<file path="src/rtl/dmem_uart_pkg.sv">
// rtl/dmem_uart_pkg.sv - MMIO offsets, STATUS bit positions and TX FSM states for dmem_uart_bridge
package dmem_uart_pkg;

    localparam logic [1:0] MMIO_TXDATA = 2'd0;
    localparam logic [1:0] MMIO_STATUS = 2'd1;
    localparam logic [1:0] MMIO_CYCLES = 2'd2;

    localparam int STAT_BUSY      = 0;
    localparam int STAT_FULL      = 1;
    localparam int STAT_EMPTY     = 2;
    localparam int STAT_OVF       = 3;
    localparam int STAT_COUNT_LSB = 4;

    typedef enum logic [1:0] {
        ST_IDLE  = 2'd0,
        ST_START = 2'd1,
        ST_DATA  = 2'd2,
        ST_STOP  = 2'd3
    } tx_state_e;

endpackage

</file>
<file path="src/rtl/uart_tx_fifo.sv">
// rtl/uart_tx_fifo.sv - synchronous byte FIFO with first-word-fall-through read port
module uart_tx_fifo #(
    parameter int DEPTH = 8
) (
    input  logic                     clk,
    input  logic                     reset,
    input  logic                     push,
    input  logic [7:0]               push_data,
    input  logic                     pop,
    output logic [7:0]               pop_data,
    output logic                     full,
    output logic                     empty,
    output logic [$clog2(DEPTH):0]   count
);
    localparam int AW = $clog2(DEPTH);

    logic [7:0]    mem_q [DEPTH];
    logic [AW-1:0] wr_ptr_q, wr_ptr_d;
    logic [AW-1:0] rd_ptr_q, rd_ptr_d;
    logic [AW:0]   count_q, count_d;
    logic          do_push, do_pop;

    assign full     = (count_q == (AW+1)'(DEPTH));
    assign empty    = (count_q == '0);
    assign count    = count_q;
    assign pop_data = mem_q[rd_ptr_q];

    // A pop frees a slot in the same cycle, so a push into a full FIFO is accepted then.
    always_comb begin
        do_pop   = pop && !empty;
        do_push  = push && (!full || do_pop);
        wr_ptr_d = wr_ptr_q + AW'(do_push);
        rd_ptr_d = rd_ptr_q + AW'(do_pop);
        count_d  = count_q + (AW+1)'(do_push) - (AW+1)'(do_pop);
    end

    always_ff @(posedge clk) begin
        if (reset) begin
            wr_ptr_q <= '0;
            rd_ptr_q <= '0;
            count_q  <= '0;
        end else begin
            wr_ptr_q <= wr_ptr_d;
            rd_ptr_q <= rd_ptr_d;
            count_q  <= count_d;
        end
    end

    always_ff @(posedge clk) begin
        if (do_push) begin
            mem_q[wr_ptr_q] <= push_data;
        end
    end

endmodule

</file>
<file path="src/rtl/dmem_uart_bridge.sv">
// rtl/dmem_uart_bridge.sv - data RAM plus memory-mapped UART TX; DMEM_UART_CYCLE_COUNTER_EN adds the CYCLES counter
module dmem_uart_bridge
    import dmem_uart_pkg::*;
#(
    parameter int DMEM_WORDS   = 64,
    parameter int FIFO_DEPTH   = 8,
    parameter int CLKS_PER_BIT = 16
) (
    input  logic        clk,
    input  logic        reset,
    input  logic        memwrite,
    input  logic [31:0] aluout,
    input  logic [31:0] writedata,
    output logic [31:0] readdata,
    output logic        uart_tx
);
    localparam int RAM_AW = $clog2(DMEM_WORDS);
    localparam int BAUD_W = $clog2(CLKS_PER_BIT);
    localparam int CNT_W  = $clog2(FIFO_DEPTH) + 1;

    logic [31:0]       ram_q [DMEM_WORDS];
    logic [RAM_AW-1:0] ram_idx;
    logic              mmio_sel;
    logic [1:0]        mmio_off;
    logic              txdata_wr, status_wr, push_drop;

    logic              fifo_pop, fifo_full, fifo_empty;
    logic [7:0]        fifo_data;
    logic [CNT_W-1:0]  fifo_count;

    tx_state_e         state_q, state_d;
    logic [BAUD_W-1:0] baud_q, baud_d;
    logic [2:0]        bit_idx_q, bit_idx_d;
    logic [7:0]        shift_q, shift_d;
    logic              tx_q, tx_d;
    logic              ovf_q, ovf_d;
    logic              baud_last;
    logic [31:0]       cycles_val;
    logic              unused_bits;

    assign ram_idx     = aluout[RAM_AW+1:2];
    assign mmio_sel    = aluout[31];
    assign mmio_off    = aluout[3:2];
    assign txdata_wr   = memwrite && mmio_sel && (mmio_off == MMIO_TXDATA);
    assign status_wr   = memwrite && mmio_sel && (mmio_off == MMIO_STATUS);
    assign push_drop   = txdata_wr && fifo_full && !fifo_pop;
    assign baud_last   = (baud_q == BAUD_W'(CLKS_PER_BIT - 1));
    assign uart_tx     = tx_q;
    assign unused_bits = ^{aluout[30:RAM_AW+2], aluout[1:0], writedata[31:8]};

    uart_tx_fifo #(.DEPTH(FIFO_DEPTH)) u_fifo (
        .clk       (clk),
        .reset     (reset),
        .push      (txdata_wr),
        .push_data (writedata[7:0]),
        .pop       (fifo_pop),
        .pop_data  (fifo_data),
        .full      (fifo_full),
        .empty     (fifo_empty),
        .count     (fifo_count)
    );

    always_ff @(posedge clk) begin
        if (memwrite && !mmio_sel) begin
            ram_q[ram_idx] <= writedata;
        end
    end

`ifdef DMEM_UART_CYCLE_COUNTER_EN
    logic [31:0] cycles_q, cycles_d;

    always_comb cycles_d = cycles_q + 32'd1;

    always_ff @(posedge clk) begin
        if (reset) cycles_q <= '0;
        else       cycles_q <= cycles_d;
    end

    assign cycles_val = cycles_q;
`else
    assign cycles_val = '0;
`endif

    always_comb begin
        readdata = '0;
        if (!mmio_sel) begin
            readdata = ram_q[ram_idx];
        end else begin
            case (mmio_off)
                MMIO_STATUS: begin
                    readdata[STAT_COUNT_LSB +: 4] = 4'(fifo_count);
                    readdata[STAT_OVF]            = ovf_q;
                    readdata[STAT_EMPTY]          = fifo_empty;
                    readdata[STAT_FULL]           = fifo_full;
                    readdata[STAT_BUSY]           = (state_q != ST_IDLE);
                end
                MMIO_CYCLES: readdata = cycles_val;
                default:     readdata = '0;
            endcase
        end
    end

    always_comb begin
        state_d   = state_q;
        baud_d    = baud_q;
        bit_idx_d = bit_idx_q;
        shift_d   = shift_q;
        tx_d      = tx_q;
        fifo_pop  = 1'b0;
        ovf_d     = ovf_q;

        if (status_wr && writedata[STAT_OVF]) ovf_d = 1'b0;
        if (push_drop)                        ovf_d = 1'b1;

        case (state_q)
            ST_IDLE: begin
                if (!fifo_empty) begin
                    fifo_pop = 1'b1;
                    shift_d  = fifo_data;
                    baud_d   = '0;
                    tx_d     = 1'b0;
                    state_d  = ST_START;
                end
            end
            ST_START: begin
                if (baud_last) begin
                    baud_d    = '0;
                    bit_idx_d = '0;
                    tx_d      = shift_q[0];
                    state_d   = ST_DATA;
                end else begin
                    baud_d = baud_q + BAUD_W'(1);
                end
            end
            ST_DATA: begin
                if (baud_last) begin
                    baud_d = '0;
                    if (bit_idx_q == 3'd7) begin
                        tx_d    = 1'b1;
                        state_d = ST_STOP;
                    end else begin
                        bit_idx_d = bit_idx_q + 3'd1;
                        shift_d   = {1'b0, shift_q[7:1]};
                        tx_d      = shift_q[1];
                    end
                end else begin
                    baud_d = baud_q + BAUD_W'(1);
                end
            end
            ST_STOP: begin
                if (baud_last) begin
                    baud_d  = '0;
                    state_d = ST_IDLE;
                end else begin
                    baud_d = baud_q + BAUD_W'(1);
                end
            end
            default: state_d = ST_IDLE;
        endcase
    end

    always_ff @(posedge clk) begin
        if (reset) begin
            state_q   <= ST_IDLE;
            baud_q    <= '0;
            bit_idx_q <= '0;
            shift_q   <= '0;
            tx_q      <= 1'b1;
            ovf_q     <= 1'b0;
        end else begin
            state_q   <= state_d;
            baud_q    <= baud_d;
            bit_idx_q <= bit_idx_d;
            shift_q   <= shift_d;
            tx_q      <= tx_d;
            ovf_q     <= ovf_d;
        end
    end

endmodule

</file>
<file path="config.mk">
export PLATFORM = sky130hd
export DESIGN_NAME = dmem_uart_bridge
export DESIGN_NICKNAME = d
export VERILOG_FILES = /design/src/rtl/dmem_uart_pkg.sv /design/src/rtl/uart_tx_fifo.sv /design/src/rtl/dmem_uart_bridge.sv
export SDC_FILE = /design/constraint.sdc
export NUM_CORES = 2
export LEC_CHECK = 0
export CAP_MARGIN = 20
export CELL_PAD_IN_SITES_DETAIL_PLACEMENT = 0
export CELL_PAD_IN_SITES_GLOBAL_PLACEMENT = 1
export CORE_MARGIN = 10
export CORE_UTILIZATION = 57
export CTS_CLUSTER_DIAMETER = 100
export CTS_CLUSTER_SIZE = 28
export DETAILED_ROUTE_END_ITERATION = 16
export PLACE_DENSITY_LB_ADDON = 0.1
export SLEW_MARGIN = 25
export SYNTH_ARGS = -nofsm -noshare
export SYNTH_HDL_FRONTEND = slang
export SYNTH_SLANG_ARGS = --single-unit
</file>
<file path="constraint.sdc">
create_clock -name clk -period 8.6 [get_ports clk]
set_input_delay 2.15 -clock clk [delete_from_list [all_inputs] [get_ports clk]]
set_output_delay 2.15 -clock clk [all_outputs]
set_load 0.02 [all_outputs]
</file>
==> run metrics <==
Distinct cells, synth=61; clk sink count=2141; LEAKAGE=about 0.028 µW; cts repair resizes=0; # DRC=0; initial antenna violation count=6; Worst Path Arrival=6.03 ns; CTS tree=built; Hold Fails Final Rpt=0; post-route cell area=89200 µm²; synth-to-layout area growth=8.09%; routed vias=about 41000; Setup TNS=0 ns; clk_lat worst skew=~0.75 ns; root buf cell=clkbuf_16; Design Power=17900 µW; commonest cells after routing, fill and taps aside=2112 x edfxtp_1, 502 x mux4_2, 197 x buf_4; PortBufs=74; reg-to-reg endpoint=u_fifo.mem_q[3][7]$_DFFE_PP_; WL final=220000 µm; outcome=finished clean; CP endpoint kind=output pin; met3 usage=0.0521; P per Cell Area=200 nW/µm²; H-tree depth=3; FF-to-FF Start=state_q[0]$_SDFFE_PP0P_; Filler cells=9782; core box area=144000 µm²; vias in the first global route=40437; top cell type's share of synthesized area=0.768; worst-case reg-to-reg path depth=7; Netlist Area Pre-Place=82500 µm²; hold_buf cts=0; Placer Congestion=0.834; largest net degree at the start of global routing=78; synthesized area per cell=22.1 µm²; top cells by area, synth=edfxtp_1 77%, mux4_2 14%, mux2i_1 2.3%, dfxtp_1 0.70%, nor2_1 0.65%; GRT Overall Usage=0.270; M1 GR Usage=0.389; critical path startpoint category=primary input; commonest non-fill, non-tap cell in the layout=edfxtp_1; Mapped Cells=3736; Slew HR=0.199; First-pass DRT Iterations=8; Clock Path Buffers=3; row cnt=139; Placed Area=86700 µm²; final clock skew=0.0151 ns; top_reg_cell synth=edfxtp_1; postcts setup bufs=0; Yosys reg bits=2141; register area share after synthesis=0.775; Net Count, Synth=between 3000 and 4000; Critical Path Start=aluout[6]; Worst Path Max Fanout=11; Slew Viols, Final=0; WS Path Type=primary input to output pin; Final Critical Period=8.18 ns; fin nets=3984; RSZ-0062 raised after global routing=no; die area=160000 µm²; Top Usage Layer GRT=met2; Die Span X=401 µm; worst IR drop on VDD=0.156 mV; WL/cell=~38 µm; Critical Path Sink=readdata[14]; layout cells sized above 1=0.241; synth warn=0; total gr overflow=0; Post-DP HPWL=about 130000 µm; worst reg-to-reg setup slack=about 5.5 ns; Die H=around 400 µm; final setup vio count=0; worst slew pin tran=1.17 ns; ys async rst share=0; Ports=100; Post-synth EDFFs=2112; ANT nets after route=0; part of the cycle the worst path needs=0.952; via/cell ratio=6.96; M2 GR Usage=0.424; Worst EP required=6.45 ns; HP Class=flop to flop; fmax=122 MHz; initial drt markers=approximately 5800; area leader, netlist=edfxtp_1; Starting Density=0.575; clk slew on worst S/H paths=about 0.1 ns; total CTS buffers=86; global-route wire length before repair=around 310000 µm; Max Cap Viol=0
kinds of logic after synthesis:
kind of cell	synth area share
AOI/OAI and AO/OA	0.0239
xor gates and xnor gates	0.000531
adders and majority gates	0.00297
buffers and inverters	0.0151
DFF	0.775
muxes	0.163
and+or+nand+nor	0.0188
cell type report:
class	instances	area [µm²]	area share
flip-flops and latches	2141	64000	0.717
multi-input cells	1380	17800	0.200
repair buffers	271	2600	0.0291
well taps	1903	2380	0.0267
clock buffers	106	2310	0.0259
inverters	18	67.6	0.000757
clock inverters	5	51.3	0.000575
diodes	2	5.00	0.0000561
worst max-delay path: stages:
cell	delay, ns
clkdlybuf4s50_1	0.99
nor2b_1	0.59
nand2_2	0.48
o22ai_1	0.41
a21oi_1	0.09
o221ai_1	0.56
clkdlybuf4s50_1	0.74
how the worst min path moves through the flow:
| stage | startpoint | to | slack [ns] | cells past startpoint |
|---|---|---|---|---|
| after global routing | bit_idx_q[1]$_SDFFE_PP0P_ | bit_idx_q[1]$_SDFFE_PP0P_ | 0.49 | 2 |
| final | bit_idx_q[1]$_SDFFE_PP0P_ | bit_idx_q[1]$_SDFFE_PP0P_ | 0.47 | 2 |
| after CTS | bit_idx_q[1]$_SDFFE_PP0P_ | bit_idx_q[1]$_SDFFE_PP0P_ | 0.48 | 2 |
| after detailed placement | bit_idx_q[2]$_SDFFE_PP0P_ | bit_idx_q[2]$_SDFFE_PP0P_ | 0.46 | 2 |
| after floorplan | bit_idx_q[1]$_SDFFE_PP0P_ | bit_idx_q[1]$_SDFFE_PP0P_ | 0.44 | 2 |
| after global placement | bit_idx_q[2]$_SDFFE_PP0P_ | bit_idx_q[2]$_SDFFE_PP0P_ | 0.45 | 2 |
layer usage:
metal | up-vias | wire length [µm]
met5 | - | 22
met3 | 300 | 22600
met4 | 4 | 6580
met2 | 2294 | 105000
met1 | 22027 | 85700
li1 | 15944 | -
metrics by stage:
stage,cells,hold WS (ns),util,worst slack (ns)
after floorplan,3736,0.436,-,2.31
after global placement,5695,0.453,0.601,0.498
after detailed placement,5708,0.463,0.603,0.580
after CTS,5819,0.479,0.620,0.535
after global routing,5824,0.491,0.621,0.474
final,5826,0.474,0.621,0.416
sequential cells by signal, summed over array words and instances, names as in the netlist:
register,cells
baud_q,4
bit_idx_q,3
ovf_q,1
ram_q,2048
shift_q,8
state_q,2
u_fifo.count,4
u_fifo.mem_q,64
u_fifo.rd_ptr_q,3
u_fifo.wr_ptr_q,3
uart_tx,1
power breakdown:
part / switching (µW) / internal, µW
logic: 852 / 539
clock network: 2990 / 1920
registers: 66.6 / 11500
total: 3900 / 14000
cell usage after synthesis, drive strengths merged (6+ instances only):
master and n:
nor2 143, o21ai 29, inv 17, ha 18, clkbuf 58, mux2i 188, o22ai 62, a22o 6
o21bai 8, mux2 26, nand4 7, nand3 28, nand2b 9, mux4 502, nor2b 20, nand2 83
and3 11, a22oi 50, a31oi 25, and2 7, a221oi 11, a21oi 55, nor3 6, edfxtp 2112
nor4 20, buf 139, a211oi 13, dfxtp 29
(Power assumes the default switching activity.)
